## src/rtl/rv_fetch_pkg.sv

```systemverilog
// Shared types and constants for the instruction fetch front end.
package rv_fetch_pkg;
   localparam logic [31:0] RESET_PC_DEF = 32'h0000_0000;
   localparam logic [31:0] PC_INC       = 32'd4;

   typedef enum logic {WARM, RUN} fetch_state_e;

   typedef struct packed {
      logic [31:0] instr;
      logic [31:0] pc;
   } fetch_entry_t;
endpackage

```

## src/rtl/fetch_fifo.sv

```systemverilog
// Fetch FIFO of {instr, pc} entries: head visible the cycle after push, push+pop when full.
// Flush clears pointers; when empty the output holds the last head presented.
module fetch_fifo
   import rv_fetch_pkg::*;
#(
   parameter int DEPTH = 2,
   parameter int PTR_W = 1
) (
   input  logic        clk_i,
   input  logic        rst_i,
   input  logic        push_i,
   input  logic        pop_i,
   input  logic        flush_i,
   input  logic [63:0] wdata_i,
   output logic [63:0] rdata_o,
   output logic        full_o,
   output logic        empty_o
);
   localparam logic [PTR_W:0] FULL_CNT = (PTR_W+1)'(DEPTH);

   logic [63:0]      mem_q [DEPTH];
   logic [63:0]      hold_q;
   logic [PTR_W-1:0] rd_q, rd_d, wr_q, wr_d;
   logic [PTR_W:0]   cnt_q, cnt_d;

   assign empty_o = (cnt_q == '0);
   assign full_o  = (cnt_q == FULL_CNT);
   assign rdata_o = empty_o ? hold_q : mem_q[rd_q];

   always_comb begin
      rd_d  = rd_q;
      wr_d  = wr_q;
      cnt_d = cnt_q;
      if (flush_i) begin
         rd_d  = '0;
         wr_d  = '0;
         cnt_d = '0;
      end else begin
         if (push_i) wr_d = wr_q + 1'b1;
         if (pop_i)  rd_d = rd_q + 1'b1;
         case ({push_i, pop_i})
            2'b10:   cnt_d = cnt_q + 1'b1;
            2'b01:   cnt_d = cnt_q - 1'b1;
            default: cnt_d = cnt_q;
         endcase
      end
   end

   always_ff @(posedge clk_i or posedge rst_i) begin
      if (rst_i) begin
         rd_q   <= '0;
         wr_q   <= '0;
         cnt_q  <= '0;
         hold_q <= '0;
         for (int i = 0; i < DEPTH; i++) mem_q[i] <= '0;
      end else begin
         rd_q  <= rd_d;
         wr_q  <= wr_d;
         cnt_q <= cnt_d;
         if (push_i && !flush_i) mem_q[wr_q] <= wdata_i;
         // Remember the current head so an emptied FIFO keeps showing it.
         if (!empty_o) hold_q <= mem_q[rd_q];
      end
   end
endmodule

```

## src/rtl/fetch_unit.sv

```systemverilog
// Fetch front end: PC, one-cycle warm-up FSM, fetch FIFO; word appears one cycle after its push.
// Decode stall freezes the PC once the FIFO is full; redirect flushes and wins over everything.
module fetch_unit
   import rv_fetch_pkg::*;
#(
   parameter logic [31:0] RESET_PC = RESET_PC_DEF,
   parameter int          DEPTH    = 2,
   parameter int          PTR_W    = 1
) (
   input  logic        clk,
   input  logic        rst,
   input  logic        redirect_valid,
   input  logic [31:0] redirect_pc,
   output logic [31:0] imem_addr,
   input  logic [31:0] imem_rdata,
   output logic        instr_valid,
   output logic [31:0] instr,
   output logic [31:0] instr_pc,
   input  logic        instr_ready,
   output logic [31:0] fetch_count
);
   fetch_state_e state_q, state_d;
   logic         run_en;
   logic [31:0]  pc_q, pc_d;
   logic [31:0]  fetch_count_q, fetch_count_d;
   logic         push, pop, fifo_full, fifo_empty;
   fetch_entry_t wr_entry, rd_entry;

   always_ff @(posedge clk or posedge rst) begin
      if (rst) state_q <= WARM;
      else     state_q <= state_d;
   end

   // Memory data is zeroed during reset, so the first cycle after release never pushes.
   always_comb begin
      state_d = state_q;
      case (state_q)
         WARM:    state_d = RUN;
         RUN:     state_d = RUN;
         default: state_d = WARM;
      endcase
   end

   always_comb begin
      run_en = 1'b0;
      if (state_q == RUN) run_en = 1'b1;
   end

   assign instr_valid = ~fifo_empty;
   assign pop         = instr_valid & instr_ready;
   assign push        = run_en & ~redirect_valid & (~fifo_full | pop);

   always_comb begin
      pc_d          = pc_q;
      fetch_count_d = fetch_count_q;
      if (redirect_valid)  pc_d = {redirect_pc[31:2], 2'b00};
      else if (push)       pc_d = pc_q + PC_INC;
      if (push)            fetch_count_d = fetch_count_q + 32'd1;
   end

   always_ff @(posedge clk or posedge rst) begin
      if (rst) begin
         pc_q          <= RESET_PC;
         fetch_count_q <= '0;
      end else begin
         pc_q          <= pc_d;
         fetch_count_q <= fetch_count_d;
      end
   end

   assign imem_addr      = pc_q;
   assign fetch_count    = fetch_count_q;
   assign wr_entry.instr = imem_rdata;
   assign wr_entry.pc    = pc_q;
   assign instr          = rd_entry.instr;
   assign instr_pc       = rd_entry.pc;

   fetch_fifo #(
      .DEPTH (DEPTH),
      .PTR_W (PTR_W)
   ) u_fifo (
      .clk_i   (clk),
      .rst_i   (rst),
      .push_i  (push),
      .pop_i   (pop),
      .flush_i (redirect_valid),
      .wdata_i (wr_entry),
      .rdata_o (rd_entry),
      .full_o  (fifo_full),
      .empty_o (fifo_empty)
   );
endmodule

```

## config.mk

```make
export PLATFORM = sky130hd
export DESIGN_NAME = fetch_unit
export DESIGN_NICKNAME = d
export VERILOG_FILES = /design/src/rtl/rv_fetch_pkg.sv /design/src/rtl/fetch_fifo.sv /design/src/rtl/fetch_unit.sv
export SDC_FILE = /design/constraint.sdc
export NUM_CORES = 1
export LEC_CHECK = 0
export CORE_MARGIN = 1
export CORE_UTILIZATION = 57
export DETAILED_ROUTE_END_ITERATION = 8
export PLACE_DENSITY = 0.85
export SLEW_MARGIN = 20
export SYNTH_ARGS = -nofsm -noshare
export SYNTH_HDL_FRONTEND = slang
export SYNTH_SLANG_ARGS = --single-unit
```

## constraint.sdc

```tcl
create_clock -name clk -period 12.7 [get_ports clk]
set_clock_uncertainty 0.1 [all_clocks]
set_input_delay 1.905 -clock clk [delete_from_list [all_inputs] [get_ports clk]]
set_output_delay 1.905 -clock clk [all_outputs]
set_load 0.01 [all_outputs]
```

---- Word level (Yosys, flattened, before mapping) ----
Cells that the tools add are included.
storage, ports and cells
  flip-flop bits (word level) ............. 261
  output and inout port bits .............. 129
  logic and storage cells ................. 53
operators by class
  add/subtract/negate cells ............... 6
  $lt $le $gt $ge ......................... 3
  eq/ne operators ......................... 3
  muxes and demuxes ....................... 16
  bitwise operators ....................... 9
  reduce and logical (&&, ||, !) cells .... 7
operators by type and width
  kind                                                        number
  2-to-1 mux 64 bit                                           5
  bitwise mux 128 bit                                         1
  demux 64 bit (select 1 bit)                                 1
  2-to-1 mux 32 bit                                           2
  adder 32 x 1 -> 32 bit, second input constant               1
  adder 32 x 3 -> 32 bit, second input constant               1
  2-to-1 mux 1 bit                                            5
  == test 2 bit, second input constant                        2
  greater-or-equal comparator 2 bit, second input constant    2
  NOT 1 -> 2 bit                                              2
  one-hot mux 2 bit (2 select lines)                          1
  nonzero test 2 bit                                          2
  AND 1 bit                                                   3
  NOT 1 bit                                                   3
  nonzero test 3 bit                                          1
  adder 1 bit, second input constant                          2
  adder 2 x 1 -> 2 bit, second input constant                 1
  == test 2 x 1 -> 1 bit, second input constant               1
  logical AND 1 bit                                           2
  logical NOT 2 bit                                           1
  less-than comparator 2 x 1 -> 1 bit, second input constant  1
  2-to-1 mux 2 bit                                            1
  subtractor 2 x 1 -> 2 bit, second input constant            1
  logical NOT 1 bit                                           1
  bitwise OR 1 bit                                            1

---- Depth between registers and ports, before layout ----
  depth in word-level cells ............... 8
  gate-level depth with buffers ........... 7
  gate-level depth less buffers ........... 6

---- Modules after synthesis ----
From an unflattened synthesis, not the netlist that was laid out.
second synthesis, totals
  cell total of the unflattened synthesis .. 885
  area total of the unflattened synthesis .. 11408.4 µm²
modules (own cells, without submodules)
  module      times used  cells each  area an instance (µm²)  sequential area each (µm²)
  fetch_fifo  1           568         8205.4                  4904.7
  fetch_unit  1           317         3203.1                  1576.5

---- Least setup slack after synthesis ----
OpenSTA, ideal clock, no wires.
  path type ............................... reg2out
  start ................................... register u_fifo.cnt_q[0]
  end ..................................... output instr[0]
  data arrival time ....................... 1.563 ns
  path slack .............................. 9.132 ns
  cell stages (with the launch flop) ...... 7
  buffers on the path ..................... 3
  path through ............................ dfrtp_1 buf_2 nor2_1 buf_2 clkbuf_1 nand2_1 o21ai_0
on the way
  word-level cells in the longest chain between the ends .. 2
ends and longest elaborated chain
  what                      RTL line          text
  start: declaration        fetch_fifo.sv:24  logic [PTR_W:0] cnt_q, cnt_d;
  start signal: assignment  fetch_fifo.sv:59  cnt_q <= cnt_d;
  logical NOT 2 bit         fetch_fifo.sv:26  assign empty_o = (cnt_q == '0);
  2-to-1 mux 64 bit         --
  end: declaration          fetch_unit.sv:17  output logic [31:0] instr,
No other way between the ends.

---- Worst setup path in the final report ----
  start ................................... register u_fifo.cnt_q[0]
  end ..................................... output instr_pc[8]
on the way
  word-level cells in the longest chain between the ends .. 2
ends and longest elaborated chain
  what               RTL line          text
  logical NOT 2 bit  fetch_fifo.sv:26
  2-to-1 mux 64 bit  --
  end: declaration   fetch_unit.sv:18  output logic [31:0] instr_pc,
No other way between the ends.

==> parameters.txt <==
Parameter                              Value

Power
  Internal power component    0.001765 W
  Share of total power in the clock network    between 30% and 40%
  Switching part of the total power    a little over a quarter
  Power density over the cells    ~180 mW/mm2
  LEAKAGE    5.793 nW
  Sequential group share of total power    46.0%
  Overall Power    0.002425 W
  Comb pwr share    22.0%
  Worst voltage drop across the vdd grid    0.0001221 V
  Switching power of the nets    0.0006604 W

Synth
  Register bit count reported by yosys    255
  Sequential fraction of the synthesis area    58.40%
  Mean area per synthesized cell    12.50 um2
  Synth cell types    48
  Post-synthesis async set-or-reset flop share    100.0%
  Number of warning messages in the yosys log    0
  Cells after Synth    874
  Netlist area before placement    between 0.01 and 0.015 mm2
  Post-synth EDFFs    0
  Leading register cell type out of synthesis    sky130_fd_sc_hd__dfrtp_1

Drt
  # DRC    0
  Total via count after detailed routing    ~7,200
  Mean routed wirelength per cell    17.99 um
  Via-to-Cell Ratio    5.499
  Remaining number of nets flagged by the antenna check after routing    0
  Routed Wire Length    23.54 mm
  Detailed Routing Iterations Pass 1    4
  Drt initial violations    363

Clock network
  Cts-stage hold buffer count    0
  Clock buffer count from CTS    27
  Clock tree from TritonCTS    yes
  Buffers inserted by post-CTS timing repair    0
  Number of clock sinks seen by CTS    255
  Clk Tree Root Cell    sky130_fd_sc_hd__clkbuf_16
  H-tree Lvls    1
  Number of instances resized during post-cts repair    0
  CTS Buffer Depth    3
  Clock Latency Late Sink    0.53 ns
  Clock input transition at the sequential cells of the worst setup and hold paths    0.06 ns

Placed design
  Post-Place Cell Area    about 0.013 mm2
  Place WS    7.677 ns
  Final weighted congestion in routability-driven placement    0.7928
  DPL Wire Length    14.82 mm
  Number of port buffers    192

Worst setup path
  Required @ worst endpoint    around 11 ns
  Worst EP arrival    3.37 ns
  Path type of the worst setup path    flip-flop to output port
  CP Capture Type    output port
  Critical path fanouts, max    88
  Nature of the critical path startpoint    flip-flop

Timing
  Unrepaired setup endpoints after global routing    false
  Final sum of negative setup slack    0 ns
  Measured slew at the worst slew-check pin    about 1 ns
  Min Clock Period, post-route    5.375 ns
  Number of pins exceeding their max-slew limit in the final report    0
  Final number of setup-violating endpoints    0
  Setup ws final    roughly 7.3 ns
  Max Clk Rate    0.1861 GHz
  Number of hold violations in the final report    0
  Final worst-path cycle share    42.32%
  Relative slew slack    33.77%

Finish
  Net count of the finished layout    1,125
  Count of fill cells added during filler insertion    ~1,300
  Storage element area    0.006385 mm2
  Share of cells above drive strength 1    about 15%
  Multi-input gate area    0.004258 mm2
  Layout Cell Area excl Fill    0.01379 mm2
  Area growth from synthesis to layout    26.22%
  Diode count    0

Floorplanning
  Starting utilization of the core area    between 50% and 60%
  Core area    0.01877 mm2
  Width of the die    approximately 140 um
  DIE AREA    0.01973 mm2
  Top-Level Pins    197
  Chip Height    about 140 um
  Standard-cell row count    50

Global routing
  Pin count of the biggest net entering global routing    122
  Vias in the first global route    7,473
  Global-route wire length before repair    38.71 mm
  Aggregate global-route resource usage    24.55%
  Initial antenna violation count    0
  Congestion Overflow GR    0

Run
  Number of max-cap violations    0

Min path
  Path type of the worst min-delay path    flip-flop to flip-flop

Status
  Result of the run    finished, final reports clean
[synthesized netlist by cell type, types with 2 or more instances]
cell type | number | area [um2]
sky130_fd_sc_hd__nor2_1 | 16 | 60.06
sky130_fd_sc_hd__dfrtp_1 | 255 | 6381
sky130_fd_sc_hd__mux2_1 | 25 | 281.5
sky130_fd_sc_hd__buf_4 | 4 | 30.03
sky130_fd_sc_hd__nand4_1 | 20 | 125.1
sky130_fd_sc_hd__o21ai_0 | 84 | 420.4
sky130_fd_sc_hd__a31oi_1 | 2 | 12.51
sky130_fd_sc_hd__nor2b_1 | 4 | 25.02
sky130_fd_sc_hd__a211oi_1 | 2 | 15.01
sky130_fd_sc_hd__xor2_1 | 25 | 219.0
sky130_fd_sc_hd__o21ai_1 | 5 | 25.02
sky130_fd_sc_hd__and4_1 | 6 | 52.55
sky130_fd_sc_hd__ha_1 | 2 | 25.02
sky130_fd_sc_hd__nor3_1 | 3 | 15.01
sky130_fd_sc_hd__mux2i_1 | 64 | 640.6
sky130_fd_sc_hd__buf_1 | 4 | 15.01
sky130_fd_sc_hd__and3_1 | 2 | 12.51
sky130_fd_sc_hd__and2_1 | 5 | 31.28
sky130_fd_sc_hd__buf_6 | 12 | 135.1
sky130_fd_sc_hd__buf_2 | 5 | 25.02
sky130_fd_sc_hd__nor4_4 | 2 | 42.54
sky130_fd_sc_hd__clkbuf_1 | 21 | 78.83
sky130_fd_sc_hd__mux2_2 | 100 | 1126
sky130_fd_sc_hd__nand2_1 | 118 | 442.9
sky130_fd_sc_hd__conb_1 | 2 | 7.510
sky130_fd_sc_hd__nor4b_1 | 2 | 17.52
sky130_fd_sc_hd__xnor2_1 | 35 | 306.5
sky130_fd_sc_hd__inv_1 | 4 | 15.01
sky130_fd_sc_hd__nand3_1 | 26 | 130.1
[metrics by stage]
step	cells	hold slack [ns]	utilization [%]
final	1309	0.3752	73.49
after detailed placement	1260	0.3669	68.80
after global placement	1260	0.3645	68.80
after global routing	1309	0.3910	73.49
after floorplan	875	0.3493	-
after CTS	1309	0.3800	73.49
[power groups by stage]
stage	combinational [W]	sequential, W	clock [W]
2_1_floorplan	0.000298	0.00110	0
3_3_place_gp	0.000522	0.00112	0
3_5_place_dp	0.000537	0.00113	0
4_1_cts	0.000542	0.00112	0.000790
5_1_grt	0.000585	0.00114	0.000826
6_report	0.000535	0.00112	0.000774
[placed cells by master (no fill, tap or decap), types with 8 or more instances in the layout]
| cell type | n |
|---|---|
| sky130_fd_sc_hd__nand4_1 | 20 |
| sky130_fd_sc_hd__nand3_1 | 26 |
| sky130_fd_sc_hd__nor2_1 | 15 |
| sky130_fd_sc_hd__mux2_1 | 25 |
| sky130_fd_sc_hd__mux2_2 | 100 |
| sky130_fd_sc_hd__clkbuf_8 | 8 |
| sky130_fd_sc_hd__o21ai_0 | 84 |
| sky130_fd_sc_hd__mux2i_1 | 64 |
| sky130_fd_sc_hd__xnor2_1 | 35 |
| sky130_fd_sc_hd__clkdlybuf4s50_1 | 191 |
| sky130_fd_sc_hd__nand2_1 | 118 |
| sky130_fd_sc_hd__dfrtp_1 | 254 |
| sky130_fd_sc_hd__xor2_1 | 25 |
| sky130_fd_sc_hd__clkbuf_16 | 27 |
[layout make-up]
type                       count  share of cell area (%)
sequential                   255                   46.29
multi-input combinational    570                   30.87
clock buffer                  41                   5.860
inverter                       4                  0.1633
timing repair buffer         197                   14.17
clock inverter                 8                  0.5171
tap                          234                   2.123
[per-layer routing]
metal	vias to the layer above	global-route usage (%)	share of wire [%]
met2	177	40.03	47
met5	-	0	0
met3	44	5.778	6.1
met1	3570	33.14	45
met4	0	6.808	2.2
li1	3407	-	-
[worst paths after layout]
check | from | endpoint | slack (ns) | cells after the start
worst max-delay path | u_fifo.cnt_q[0]$_DFFE_PP0P_ | instr_pc[8] | 7.33 | 5
worst min register to register | u_fifo.hold_q[0]$_DFF_PP0_ | u_fifo.hold_q[0]$_DFF_PP0_ | 0.38 | 1
worst max register to register | u_fifo.cnt_q[1]$_DFFE_PP0P_ | u_fifo.mem_q[84]$_DFFE_PP0P_ | 9.67 | 5
min in group asynchronous | rst | u_fifo.mem_q[124]$_DFFE_PP0P_ | 1.81 | 2
worst min-delay path | u_fifo.hold_q[0]$_DFF_PP0_ | u_fifo.hold_q[0]$_DFF_PP0_ | 0.38 | 1
max in group asynchronous | rst | u_fifo.rd_q$_DFFE_PP0P_ | 8.36 | 4
[critical path, cell delays in order, from the launching register on]
cell,delay (ns)
sky130_fd_sc_hd__dfrtp_1,0.49
sky130_fd_sc_hd__nor2_4,0.64
sky130_fd_sc_hd__buf_4,0.74
sky130_fd_sc_hd__nand2_1,0.10
sky130_fd_sc_hd__o21ai_0,0.18
sky130_fd_sc_hd__clkdlybuf4s50_1,0.61
[sequential cells by signal (all words and copies together), names as in the netlist]
register,flops
u_fifo.wr_q,1
state_q,1
imem_addr,30
u_fifo.mem_q,124
u_fifo.cnt_q,2
fetch_count,32
u_fifo.rd_q,1
u_fifo.hold_q,64
[cells by family after synthesis]
family | Yosys count | synth area share (%)
compound gates | 97 | 4.660
xor+xnor | 60 | 4.809
fa+ha+maj | 2 | 0.2290
buf+inv | 50 | 2.737
flops | 255 | 58.40
mux | 189 | 18.74
other cells | 2 | 0.06873
simple gates | 219 | 10.35
Note: power is estimated with default switching activity, not from simulation.
